$ cat config.mk
export PLATFORM = sky130hd
export DESIGN_NAME = seg7_scan
export DESIGN_NICKNAME = d
export VERILOG_FILES = /design/src/rtl/seg7_pkg.sv /design/src/rtl/seg7_decode.sv /design/src/rtl/seg7_scan.sv
export SDC_FILE = /design/constraint.sdc
export NUM_CORES = 1
export LEC_CHECK = 0
export BUFFER_PORTS_ARGS = -buffer_cell sky130_fd_sc_hd__buf_2
export CORE_MARGIN = 2
export CORE_UTILIZATION = 55
export DETAILED_ROUTE_END_ITERATION = 8
export PLACE_DENSITY = 0.76
export SYNTH_ARGS = -nofsm -noshare
export SYNTH_HDL_FRONTEND = slang
export SYNTH_SLANG_ARGS = --single-unit
$ cat constraint.sdc
create_clock -name Clk -period 2.6 [get_ports Clk]
set_input_delay 0.13 -clock Clk [delete_from_list [all_inputs] [get_ports Clk]]
set_output_delay 0.13 -clock Clk [all_outputs]
set_load 0.03 [all_outputs]
$ cat src/rtl/seg7_pkg.sv
// Shared constants for the multiplexed seven-segment scanner: segment table,
// blank/idle drive values and the digit count.
package seg7_pkg;

    localparam int unsigned DIGIT_COUNT = 8;

    localparam logic [6:0] SEG_BLANK = 7'h7F;
    localparam logic [7:0] EN_NONE   = 8'hFF;

    typedef logic [2:0] digit_idx_t;

    // Active-low segments, bit 0 = a ... bit 6 = g, indexed by hex value.
    localparam logic [6:0] SEG_TABLE [16] = '{
        7'h40, 7'h79, 7'h24, 7'h30, 7'h19, 7'h12, 7'h02, 7'h78,
        7'h00, 7'h10, 7'h08, 7'h03, 7'h46, 7'h21, 7'h06, 7'h0E
    };

endpackage

$ cat src/rtl/seg7_decode.sv
// Combinational hex nibble to active-low seven-segment decoder with a blank override.
module seg7_decode
    import seg7_pkg::*;
(
    input  logic [3:0] nibble,
    input  logic       blank,
    output logic [6:0] seg
);

    always_comb begin
        seg = SEG_TABLE[nibble];
        if (blank) begin
            seg = SEG_BLANK;
        end
    end

endmodule

$ cat src/rtl/seg7_scan.sv
// Eight-digit multiplexed seven-segment scanner with a CPU-writable shadow register,
// frame-synchronous display update and optional leading-zero blanking.
module seg7_scan
    import seg7_pkg::*;
#(
    parameter int unsigned CLK_DIV    = 1000,
    parameter int unsigned NUM_DIGITS = 8
) (
    input  logic                   Clk,
    input  logic                   Reset,
    input  logic                   wr_en,
    input  logic [31:0]            wr_data,
    input  logic                   blank_lz,
    output logic [6:0]             out7,
    output logic [DIGIT_COUNT-1:0] en_out,
    output logic                   frame_done
);

    localparam int unsigned PRE_W = (CLK_DIV > 1) ? $clog2(CLK_DIV) : 1;
    localparam logic [PRE_W-1:0] PRE_LAST = PRE_W'(CLK_DIV - 1);
    localparam digit_idx_t IDX_LAST = digit_idx_t'(NUM_DIGITS - 1);

    logic [PRE_W-1:0]       presc_q, presc_d;
    digit_idx_t             idx_q, idx_d;
    logic [31:0]            shadow_q, shadow_d;
    logic [31:0]            disp_q, disp_d;
    logic [6:0]             out7_q;
    logic [DIGIT_COUNT-1:0] en_q, en_d;
    logic                   frame_done_q;

    logic                   tick;
    logic                   wrap;
    logic                   zero_run;
    logic [DIGIT_COUNT-1:0] lz_zero;
    logic [3:0]             cur_nib;
    logic                   blank_digit;
    logic [6:0]             seg;

    always_comb begin
        tick     = (presc_q == PRE_LAST);
        wrap     = tick && (idx_q == IDX_LAST);
        presc_d  = tick ? '0 : presc_q + 1'b1;
        idx_d    = tick ? idx_q + 1'b1 : idx_q;
        shadow_d = wr_en ? wr_data : shadow_q;
        // Display only follows the shadow at the frame boundary so a frame never tears.
        disp_d   = wrap ? shadow_q : disp_q;
    end

    // lz_zero[k] is set when nibbles k..7 of the display are all zero.
    always_comb begin
        zero_run = 1'b1;
        lz_zero  = '0;
        for (int k = DIGIT_COUNT - 1; k >= 0; k--) begin
            zero_run   = zero_run & (disp_q[4*k +: 4] == 4'h0);
            lz_zero[k] = zero_run;
        end
    end

    always_comb begin
        cur_nib     = disp_q[{idx_q, 2'b00} +: 4];
        blank_digit = blank_lz && (idx_q != '0) && lz_zero[idx_q];
        en_d        = EN_NONE;
        en_d[idx_q] = 1'b0;
    end

    seg7_decode u_decode (
        .nibble (cur_nib),
        .blank  (blank_digit),
        .seg    (seg)
    );

    always_ff @(posedge Clk or negedge Reset) begin
        if (!Reset) begin
            presc_q  <= '0;
            idx_q    <= '0;
            shadow_q <= '0;
            disp_q   <= '0;
        end else begin
            presc_q  <= presc_d;
            idx_q    <= idx_d;
            shadow_q <= shadow_d;
            disp_q   <= disp_d;
        end
    end

    always_ff @(posedge Clk or negedge Reset) begin
        if (!Reset) begin
            out7_q       <= SEG_BLANK;
            en_q         <= EN_NONE;
            frame_done_q <= 1'b0;
        end else begin
            out7_q       <= seg;
            en_q         <= en_d;
            frame_done_q <= wrap;
        end
    end

    assign out7       = out7_q;
    assign en_out     = en_q;
    assign frame_done = frame_done_q;

endmodule

## Word level (Yosys, flattened, before mapping)

Memories as Yosys holds them, arrays and structs flattened.
Index checks and enable logic that the tools add are counted.

- $add $sub $neg: 2
- $lt $le $gt $ge: 3
- Equal/unequal tests: 2
- Shift operators: 1
- Multiplexer cells: 8
- Bitwise logic cells: 9
- Reductions and logical operators: 13

Operators by type and width:

| kind | count |
|---|---|
| $logic_not 4->1 | 8 |
| $shiftx 32x6->4 | 1 |
| $mux 7 | 3 |
| $add 10x1->10 const B | 1 |
| $eq 10x10->1 const B | 1 |
| $mux 10 | 1 |
| $not 8->8 | 1 |
| $and 1x1->1 | 7 |
| $ge 5x5->1 const B | 1 |
| $not 4->5 | 1 |
| $logic_and 1x1->1 | 4 |
| $lt 3x4->1 const B | 1 |
| $add 3x1->3 const B | 1 |
| $bmux 1 s3 | 1 |
| $demux 1 s3 | 1 |
| $eq 3x3->1 const B | 1 |
| $ge 3x1->1 const B | 1 |
| $reduce_bool 3->1 | 1 |
| $mux 1 | 2 |

- Flip-flop bits (word level): 93
- Bits in read-only memories: 112
- Input bits: 36
- Memories: 1

Memory list:

| memory | depth | bits a word | read ports | clocked after Yosys merged registers in | write ports | RTL line | source |
|---|---|---|---|---|---|---|---|
| (no name shown) | 16 | 7 | 1 | 0 | 0 | seg7_decode.sv:11 | `seg = SEG_TABLE[nibble];` |

## Longest topological paths before layout

Gate-level depths: netlist of run 1.

- Depth in word-level cells: 12
- Mapped depth: 9
- Depth with buffers taken out: 8

## Modules after synthesis

From an unflattened synthesis of run 1, not the netlist that was laid out.

- Cells, all modules: 315
- Area, all modules: 4304.1 um^2

Modules (own cells, without submodules):

| module | instances | cells an instance | area an instance (um^2) |
|---|---|---|---|
| seg7_scan | 1 | 280 | 4008.8 |
| seg7_decode | 1 | 35 | 295.3 |

## Worst setup path after synthesis of run 1

No wires, ideal clock.

- Path kind: register to register
- Start: register idx_q[2]
- End: register out7_q[4], in the netlist out7[4]
- Arrival: 2.083 ns
- Data required time: 2.533 ns
- Setup slack: 0.449 ns
- Stages on the path, launching flop included: 9
- Buffers on the path: 0
- Period minus slack after synthesis: 2.151 ns
- Cell sequence: dfrtp_1 > inv_1 > mux4_2 > o221ai_2 > inv_1 > ha_1 > or2b_1 > mux2_1 > nand3_1

- Longest elaborated chain between the ends: 6

Ends and longest elaborated chain:

| what | RTL line | source |
|---|---|---|
| start: declaration | seg7_scan.sv:24 | `digit_idx_t idx_q, idx_d;` |
| start signal: assignment | seg7_scan.sv:80 | `idx_q <= idx_d;` |
| $shiftx 32x6->4 | seg7_scan.sv:60 | `cur_nib = disp_q[{idx_q, 2'b00} +: 4];` |
| $not 4->5 (not written as such) | seg7_decode.sv:11 |  |
| $mem_v2 16x7 | -- |  |
| $mux 7 (not written as such) (2 in series) | seg7_decode.sv:11 |  |
| $mux 7 (*) | seg7_decode.sv:12 | `if (blank) begin` |
| named net seg[4] | seg7_scan.sv:37 | `logic [6:0] seg;` |
| end signal: assignment | seg7_scan.sv:92 | `out7_q <= seg;` |
| end: declaration | seg7_scan.sv:27 | `logic [6:0] out7_q;` |

Mark *: on every way through the listed nets, which the timed path passes. The rest lies on a longest branch. The select of a mux whose other input is x is not followed.
A chain may end at the register's enable or synchronous reset.

## Worst setup path in the final report of run 1

- Start: register idx_q[2]
- End: register out7_q[1], in the netlist out7[1]

Same word-level chain as after synthesis.

==> key figures, run 1 <==
Run status
  • Status: completed

Hold path
  • Hold Crit Endpoint: shadow_q[26]
  • Worst min-delay path category: in -> reg
  • Hold path start: wr_data[26]
  • Hold depth: 2

Floorplan
  • Top-Level Pins: 52
  • Core ar.: 7330 um2
  • Die ar.: 8350 um2
  • Initial Utilization: 0.573
  • DIE WIDTH: 91.4 um
  • Core Rows: 31
  • Chip height: 91.4 um

Finish
  • Most common cell after layout, fill and taps aside: dfrtp_1
  • Most frequent cells in the layout: dfrtp_1 (76), mux2_2 (61), buf_2 (50)
  • Layout area overhead: 21.0%
  • Post-Layout Cell Count: 503
  • Total Nets Final: 445
  • Multi-input logic area: 1730 um2
  • Share of post-route cells with drive strength above 1: 0.426
  • # diodes: 0
  • Sequential Area: 2350 um2
  • Number of fillers in the final layout: 518

Clock network
  • Worst-Skew Late Latency: 0.36 ns
  • Clock sinks: 93
  • Setup repair bufs after CTS: 0
  • Htree depth: 3
  • Clk slew on worst S/H paths: 0.08 ns
  • Num CTS Buffers: 9
  • CTS Buffer Depth: 2
  • CTS root buf: clkbuf_8
  • CTS tree: yes

Placed design
  • HPWL after DPL: 5450 um
  • # port buffers: 51
  • Routability Congestion: 0.953
  • Placed cell count: 455

GRT
  • Vias in the first global route: 2782
  • Tot GR Track Use: 0.215
  • Initial antenna violation count: 0
  • Total grt overflow: 0
  • First-pass GRT wire length: 14000 um
  • Pin count of the biggest net entering global routing: 61

Synthesis
  • Cells after Synth: 308
  • Post-synthesis xor/xnor area fraction: 0.0146
  • Seq cells post-synth: 93
  • Mux cell area share after synthesis: 0.228
  • Main combinational cell family by area after synthesis: multiplexers
  • Sequential-to-total area share from yosys stat: 0.559
  • Simple-gate share of the synthesized area: 0.0891
  • Adder-Cell Fraction of Synth Area: 0.0298
  • Avg Cell Area, Syn: 13.6 um2
  • Mapped cell area: 4200 um2
  • Compound-Gate Fraction of Synth Area: 0.0483
  • YS warnings: 0
  • Post-synth net total: 354
  • Synth unique cells: 48

Timing
  • RSZ-0062 raised after global routing: false
  • Final-report hold violation count: 0
  • Period utilisation layout: 0.911
  • Final setup fails: 0
  • Final Max Tran Viols: 0
  • Setup tns final: 0 ns
  • Slew HR: 0.541
  • Clk_skew: 0.00807 ns
  • Period minus WS final: 2.37 ns
  • Fmax: 422 MHz
  • Worst Max-Slew Pin Slew: 0.689 ns

Route
  • WL final: 8060 um
  • Iter 0 DRT Violations: 140
  • Via density: 5.48
  • Drt wl/cell: 16.0 um
  • # DRC: 0
  • Via count: 2755
  • First-pass iteration count of the detailed router: 4
  • Post-route ant nets: 0

Worst setup path
  • Crit-path max cell delay: 0.61 ns
  • Worst path required time: 2.85 ns
  • Cell with the largest stage delay on the worst path: dfrtp_1
  • R2r setup slk: 0.23 ns
  • Worst EP arrival: 2.62 ns
  • R2R Path End: out7[1]
  • CP cell instances: mux2_2 -> mux4_2 -> a221oi_4 -> buf_4 -> mux2_1 -> o221ai_1
  • CP Buf/Inv Count: 1
  • CP startpoint kind: flop
  • Element type at the critical path end: flop
  • Reg-to-Reg Start: idx_q[2]
  • Crit path max fanout: 13
  • Cell family with most CP delay: multiplexers
  • Crit Path Class: reg -> reg
  • Reg2Reg Depth: 6

Power
  • Power Density: 502 nW/um2
  • Peak VDD IR: 0.000353 V
  • Static leakage: 2.36 nW

Flow run
  • Max cap viols: 0
## registers in the layout (all words and copies together), names as in the netlist
| signal | cells |
|---|---|
| out7 | 7 |
| frame_done | 1 |
| disp_q | 32 |
| presc_q | 10 |
| en_out | 8 |
| shadow_q | 32 |
| idx_q | 3 |
## cell families after synthesis
kind of cell               after synthesis
DFF                                     93
muxes                                   79
and+or+nand+nor                         70
AOI/OAI and AO/OA                       25
buffers and inverters                   24
adders and majority gates               10
xor gates and xnor gates                 7
## routing by layer
layer / vias up / global-route usage / routed length, um
li1: 1291 / - / -
met1: 1374 / 0.285 / 3610
met2: 74 / 0.339 / 3920
met3: 16 / 0.0515 / 332
met4: 0 / 0.0884 / 198
met5: - / 0 / 0
## report_power, final
group          total [W]  switching, W  internal, W
logic           0.000158     0.0000606    0.0000975
clock network   0.000872      0.000477     0.000395
registers        0.00152     0.0000266      0.00150
## how the worst max path moves through the flow
stage             start       to  slack, ns  cells after the start
6_report       idx_q[2]  out7[1]       0.23                      6
5_1_grt        idx_q[2]  out7[4]       0.05                      8
4_1_cts        idx_q[0]  out7[4]       0.11                      7
3_5_place_dp   idx_q[0]  out7[4]       0.16                      7
3_3_place_gp   idx_q[1]  out7[4]       0.27                      8
2_1_floorplan  idx_q[2]  out7[4]       0.45                      8
## timing repair
item | in CTS | in global routing
setup endpoints to repair | 0 | 3
hold buffers | 31 | 1
resized for setup | 0 | 3
endpoints found under the hold margin | 48 | 1
## worst register-to-register path: stages (launching register included)
cell and delay (ns):
dfrtp_1 0.61, mux2_2 0.41, mux4_2 0.49, a221oi_4 0.29
buf_4 0.21, mux2_1 0.13, o221ai_1 0.12
## cell usage after synthesis (all sizes together)
cell      n  area share
and2b     1      0.0024
a21oi     1      0.0012
o22ai     1      0.0030
a22o      1      0.0021
or2b      1      0.0018
dfrtp    78        0.46
xor2      4      0.0083
dfstp    15       0.094
o21ai    11       0.013
mux2     69        0.19
nand2b    1      0.0015
clkinv    1     0.00089
nor2     11      0.0098
a221oi    1      0.0063
nand3    14       0.017
o211ai    2      0.0036
nor4     10       0.016
inv      10      0.0089
nand2    19       0.018
a2bb2oi   1      0.0021
nand4     2      0.0030
nand4b    1      0.0021
o311ai    2      0.0042
nor3b     2      0.0048
o221ai    3      0.0092
ha       10       0.030
nor2b     1      0.0015
clkbuf    7       0.013
and4      1      0.0021
buf       6      0.0089
mux2i     4      0.0095
xnor2     3      0.0063
o21bai    1      0.0018
and2      3      0.0048
nor3      3      0.0048
a21o      1      0.0018
mux4      6       0.032
## per-stage QoR
step	power, W	util	hold WS (ns)	instance area (um2)	setup WS (ns)
2_1_floorplan	0.00160	-	-0.166	4200	0.449
3_3_place_gp	0.00167	0.624	0.0972	4580	0.270
3_5_place_dp	0.00168	0.624	0.104	4580	0.157
4_1_cts	0.00257	0.691	0.00671	5060	0.108
5_1_grt	0.00266	0.693	0.00294	5080	0.0515
6_report	0.00255	0.693	0.0179	5080	0.231
## final cells by class
class                           instances  share of cell area
Clock buffer                           12              0.0305
Timing Repair Buffer                   93               0.131
Clock inverter                          4             0.00443
Sequential cell                        93               0.462
Tap cell                               99              0.0244
Multi-Input combinational cell        191               0.340
Inverter                               11             0.00812
Power figures use the tool's default switching activity.
==> inputs of run 2 (changes only) <==
Settings changed: CTS_BUF_LIST from default to sky130_fd_sc_hd__clkbuf_4 sky130_fd_sc_hd__clkbuf_8.
==> key figures, run 2 (same netlist as run 1, synthesis figures left out) <==
Run status
  • Status: completed

Floorplan
  • Chip height: 91.4 um
  • Core Rows: 31
  • Die ar.: 8350 um2
  • DIE WIDTH: 91.4 um
  • Core ar.: 7330 um2
  • Initial Utilization: 0.573
  • Top-Level Pins: 52

GRT
  • First-pass GRT wire length: 14000 um
  • Pin count of the biggest net entering global routing: 61
  • Total grt overflow: 0
  • Met3 Use GR: 0.0515
  • Met1 usage: 0.285
  • M2 GR Usage: 0.339
  • Vias in the first global route: 2779
  • Most crowded layer after global routing: met2
  • Tot GR Track Use: 0.215
  • Initial antenna violation count: 0

Finish
  • # diodes: 0
  • Regs by FF count: disp_q (32), shadow_q (32), presc_q (10)
  • Layout area overhead: 21.1%
  • Most frequent cells in the layout: dfrtp_1 (76), mux2_2 (61), buf_2 (50)
  • Total Nets Final: 445
  • Most common cell after layout, fill and taps aside: dfrtp_1
  • Share of post-route cells with drive strength above 1: 0.428

Timing
  • Worst Max-Slew Pin Slew: 0.689 ns
  • Period minus WS final: 2.36 ns
  • RSZ-0062 raised after global routing: false
  • Final-report hold violation count: 0
  • Clk_skew: 0.00801 ns
  • Final Max Tran Viols: 0
  • Final setup fails: 0
  • WHS: 0.0176 ns
  • Fmax: 423 MHz
  • Period utilisation layout: 0.908
  • Slew HR: 0.541
  • Setup tns final: 0 ns

Worst setup path
  • Crit Path Class: reg -> reg
  • CP startpoint kind: flop
  • Element type at the critical path end: flop
  • Worst path required time: 2.86 ns
  • Crit path max fanout: 13
  • Worst EP arrival: 2.62 ns
  • R2r setup slk: 0.24 ns

Clock network
  • Htree depth: 3
  • Num CTS Buffers: 9
  • CTS Buffer Depth: 2
  • Worst-Skew Late Latency: 0.36 ns
  • Clk slew on worst S/H paths: 0.08 ns
  • Clock sinks: 93
  • CTS tree: yes
  • CTS root buf: clkbuf_8

Route
  • First-pass iteration count of the detailed router: 4
  • Post-route ant nets: 0
  • Iter 0 DRT Violations: 143
  • # DRC: 0
  • Drt wl/cell: 16.0 um
  • WL final: 8040 um
  • Via density: 5.46
  • Via count: 2744

Placed design
  • HPWL after DPL: 5450 um
  • # port buffers: 51
  • Routability Congestion: 0.953

Power
  • Static leakage: 2.37 nW
  • Peak VDD IR: 0.000353 V
  • Power Density: 504 nW/um2

Hold path
  • Worst min-delay path category: in -> reg

Flow run
  • Max cap viols: 0
## run 2: changes by cell type in the layout (fill, tap and decap cells not counted)
cell      change
clkbuf_1      -1
clkbuf_4      +1
## run 2: metrics by stage
stage               setup slack [ns]  total power [W]  instances  cell area [um2]   util
floorplan                      0.449          0.00160        308             4200      -
global placement               0.270          0.00167        455             4580  0.624
detailed placement             0.157          0.00168        455             4580  0.624
CTS                            0.108          0.00258        502             5070  0.691
global route                  0.0515          0.00267        503             5090  0.694
finish                         0.238          0.00256        503             5090  0.694
## run 2: path summary, 6_finish.rpt
kind / depth (start not counted) / endpoint / startpoint
setup / recovery: 6 / out7[1] / idx_q[2]
hold / removal: 2 / shadow_q[26] / wr_data[26]
setup reg to reg: 6 / out7[1] / idx_q[2]
hold reg to reg: 1 / presc_q[0] / presc_q[0]
max in group asynchronous: 3 / idx_q[1] / Reset
min in group asynchronous: 2 / presc_q[4] / Reset
## run 2: repair_timing
item                                   4_1_cts  5_1_grt
endpoints found under the hold margin       48        1
hold buffers                                31        1
buffers inserted                             0        0
gates resized for setup                      0        3
setup endpoints to repair                    0        3
## run 2: final cells by class
cell class                 count  area, um2
tap                           99        124
clock inverter                 4       22.5
timing repair buffer          93        666
fill                         518       2240
multi-input combinational    191       1730
inverter                      11       41.3
clock buffer                  12        159
sequential                    93       2350
## run 2: metal layers
| layer | share of wire | up-vias |
|---|---|---|
| li1 | - | 1292 |
| met1 | 0.45 | 1364 |
| met2 | 0.49 | 72 |
| met3 | 0.041 | 16 |
| met4 | 0.025 | 0 |
| met5 | 0 | - |
## run 2: where the power goes
part           switching [W]  internal [W]  total (W)
registers          0.0000266       0.00150    0.00152
clock network       0.000478      0.000406   0.000883
logic              0.0000606     0.0000975   0.000158
total               0.000565       0.00200    0.00256
## run 2: critical path, stage by stage, from the launching register on
cell	delay, ns
dfrtp_1	0.61
mux2_2	0.40
mux4_2	0.49
a221oi_4	0.29
buf_4	0.21
mux2_1	0.13
o221ai_1	0.12
==> inputs of run 3 (changes only) <==
Settings changed: CTS_BUF_LIST sky130_fd_sc_hd__clkbuf_4 sky130_fd_sc_hd__clkbuf_8 to sky130_fd_sc_hd__clkbuf_2 sky130_fd_sc_hd__clkbuf_4 sky130_fd_sc_hd__clkbuf_8, GPL_ROUTABILITY_DRIVEN from default to 0.
==> key figures, run 3 (same netlist as run 1, synthesis figures left out) <==
Power
  • Static leakage: 2.33 nW
  • Peak VDD IR: 0.000334 V
  • Power Density: 519 nW/um2

Timing
  • Period utilisation layout: 0.932
  • Clk_skew: 0.00842 ns
  • Setup tns final: 0 ns
  • RSZ-0062 raised after global routing: false
  • Final Max Tran Viols: 0
  • Slew HR: 0.537
  • Period minus WS final: 2.42 ns
  • Fmax: 413 MHz
  • Final setup fails: 0
  • Final-report hold violation count: 0
  • Worst Max-Slew Pin Slew: 0.694 ns

GRT
  • Vias in the first global route: 2721
  • Tot GR Track Use: 0.204
  • Total grt overflow: 0
  • Pin count of the biggest net entering global routing: 57
  • Initial antenna violation count: 0
  • First-pass GRT wire length: 13300 um

Worst setup path
  • Worst EP arrival: 2.66 ns
  • Crit path max fanout: 14
  • Crit Path Class: reg -> reg
  • Worst path required time: 2.84 ns
  • CP Buf/Inv Count: 1
  • Element type at the critical path end: flop
  • Cell family with most CP delay: multiplexers
  • CP startpoint: idx_q[2]
  • Crit-path max cell delay: 0.65 ns
  • CP startpoint kind: flop
  • CP cell instances: mux2_2 -> mux4_2 -> a221oi_4 -> buf_4 -> mux2_1 -> o221ai_1
  • Reg-to-Reg Start: idx_q[2]
  • Cell with the largest stage delay on the worst path: dfrtp_1

Route
  • WL final: 7870 um
  • First-pass iteration count of the detailed router: 4
  • Drt wl/cell: 15.9 um
  • Post-route ant nets: 0
  • Via density: 5.48
  • Via count: 2709
  • # DRC: 0
  • Iter 0 DRT Violations: 162

Flow run
  • Max cap viols: 0

Placed design
  • HPWL after DPL: 5550 um
  • # port buffers: 51

Clock network
  • CTS Buffer Depth: 2
  • CTS root buf: clkbuf_8
  • Setup repair bufs after CTS: 0
  • CTS tree: yes
  • Worst-Skew Late Latency: 0.36 ns
  • Htree depth: 3
  • Clock sinks: 93
  • Num CTS Buffers: 9
  • Clk slew on worst S/H paths: 0.09 ns

Run status
  • Status: completed

Floorplan
  • Core ar.: 7330 um2
  • Chip height: 91.4 um
  • Top-Level Pins: 52
  • DIE WIDTH: 91.4 um
  • Core Rows: 31
  • Initial Utilization: 0.573
  • Die ar.: 8350 um2

Hold path
  • Hold path start: wr_data[11]
  • Worst min-delay path category: in -> reg

Finish
  • Most frequent cells in the layout: dfrtp_1 (77), mux2_2 (61), buf_2 (50)
  • Post-route core utilization: 0.683
  • Share of post-route cells with drive strength above 1: 0.435
  • Total Nets Final: 436
  • # diodes: 0
  • Layout area overhead: 19.3%
  • Regs by FF count: disp_q (32), shadow_q (32), presc_q (10)
  • Most common cell after layout, fill and taps aside: dfrtp_1
-- run 3: changes by cell type in the layout (fill, tap and decap cells not counted), sizes merged --
cell / delta
inv: +1
clkinv: -1
dlygate4sd3: -9
-- run 3: stage by stage --
step / setup slack, ns / std cells / hold WS [ns] / total power [W] / cell area [um2]
finish: 0.176 / 494 / 0.00501 / 0.00260 / 5010
global route: 0.0754 / 494 / 0.000512 / 0.00270 / 5010
CTS: 0.182 / 492 / 0.000113 / 0.00261 / 4980
detailed placement: 0.191 / 455 / 0.121 / 0.00168 / 4580
global placement: 0.272 / 455 / 0.119 / 0.00167 / 4580
floorplan: 0.449 / 308 / -0.166 / 0.00160 / 4200
-- run 3: final timing paths --
kind	cells after the start	end	slack (ns)
min	2	shadow_q[11]	0.005
max reg2reg	6	out7[1]	0.18
max	6	out7[1]	0.18
max in group asynchronous	3	disp_q[10]	1.69
min reg2reg	1	presc_q[0]	0.48
min in group asynchronous	2	presc_q[9]	0.27
-- run 3: area by class of cell --
class / instances / area (um2)
inverters: 11 / 41.3
multi-input cells: 191 / 1730
well taps: 99 / 124
clock buffers: 12 / 165
clock inverters: 4 / 30.0
repair buffers: 84 / 576
fillers: 543 / 2320
flip-flops and latches: 93 / 2350
-- run 3: worst register-to-register path, stage by stage (launching register included) --
cell      delay (ns)
dfrtp_1         0.65
mux2_2          0.39
mux4_2          0.48
a221oi_4        0.30
buf_4           0.22
mux2_1          0.14
o221ai_1        0.13
-- run 3: power breakdown --
group | switching [W] | internal [W]
sequential | 0.0000272 | 0.00150
clock | 0.000498 | 0.000430
combinational | 0.0000592 | 0.0000887
-- run 3: routing by layer --
layer / up-vias / track usage / routed length (um)
met2: 79 / 0.326 / 3850
met5: - / 0 / 0
met4: 0 / 0.0783 / 176
li1: 1266 / - / -
met1: 1343 / 0.277 / 3510
met3: 21 / 0.0415 / 338
-- run 3: repair_timing --
| action | in CTS | in global routing |
|---|---|---|
| hold buffers | 21 | 2 |
| setup endpoints to repair | 0 | 3 |
| hold endpoints to repair | 42 | 2 |
| gates resized for setup | 0 | 2 |
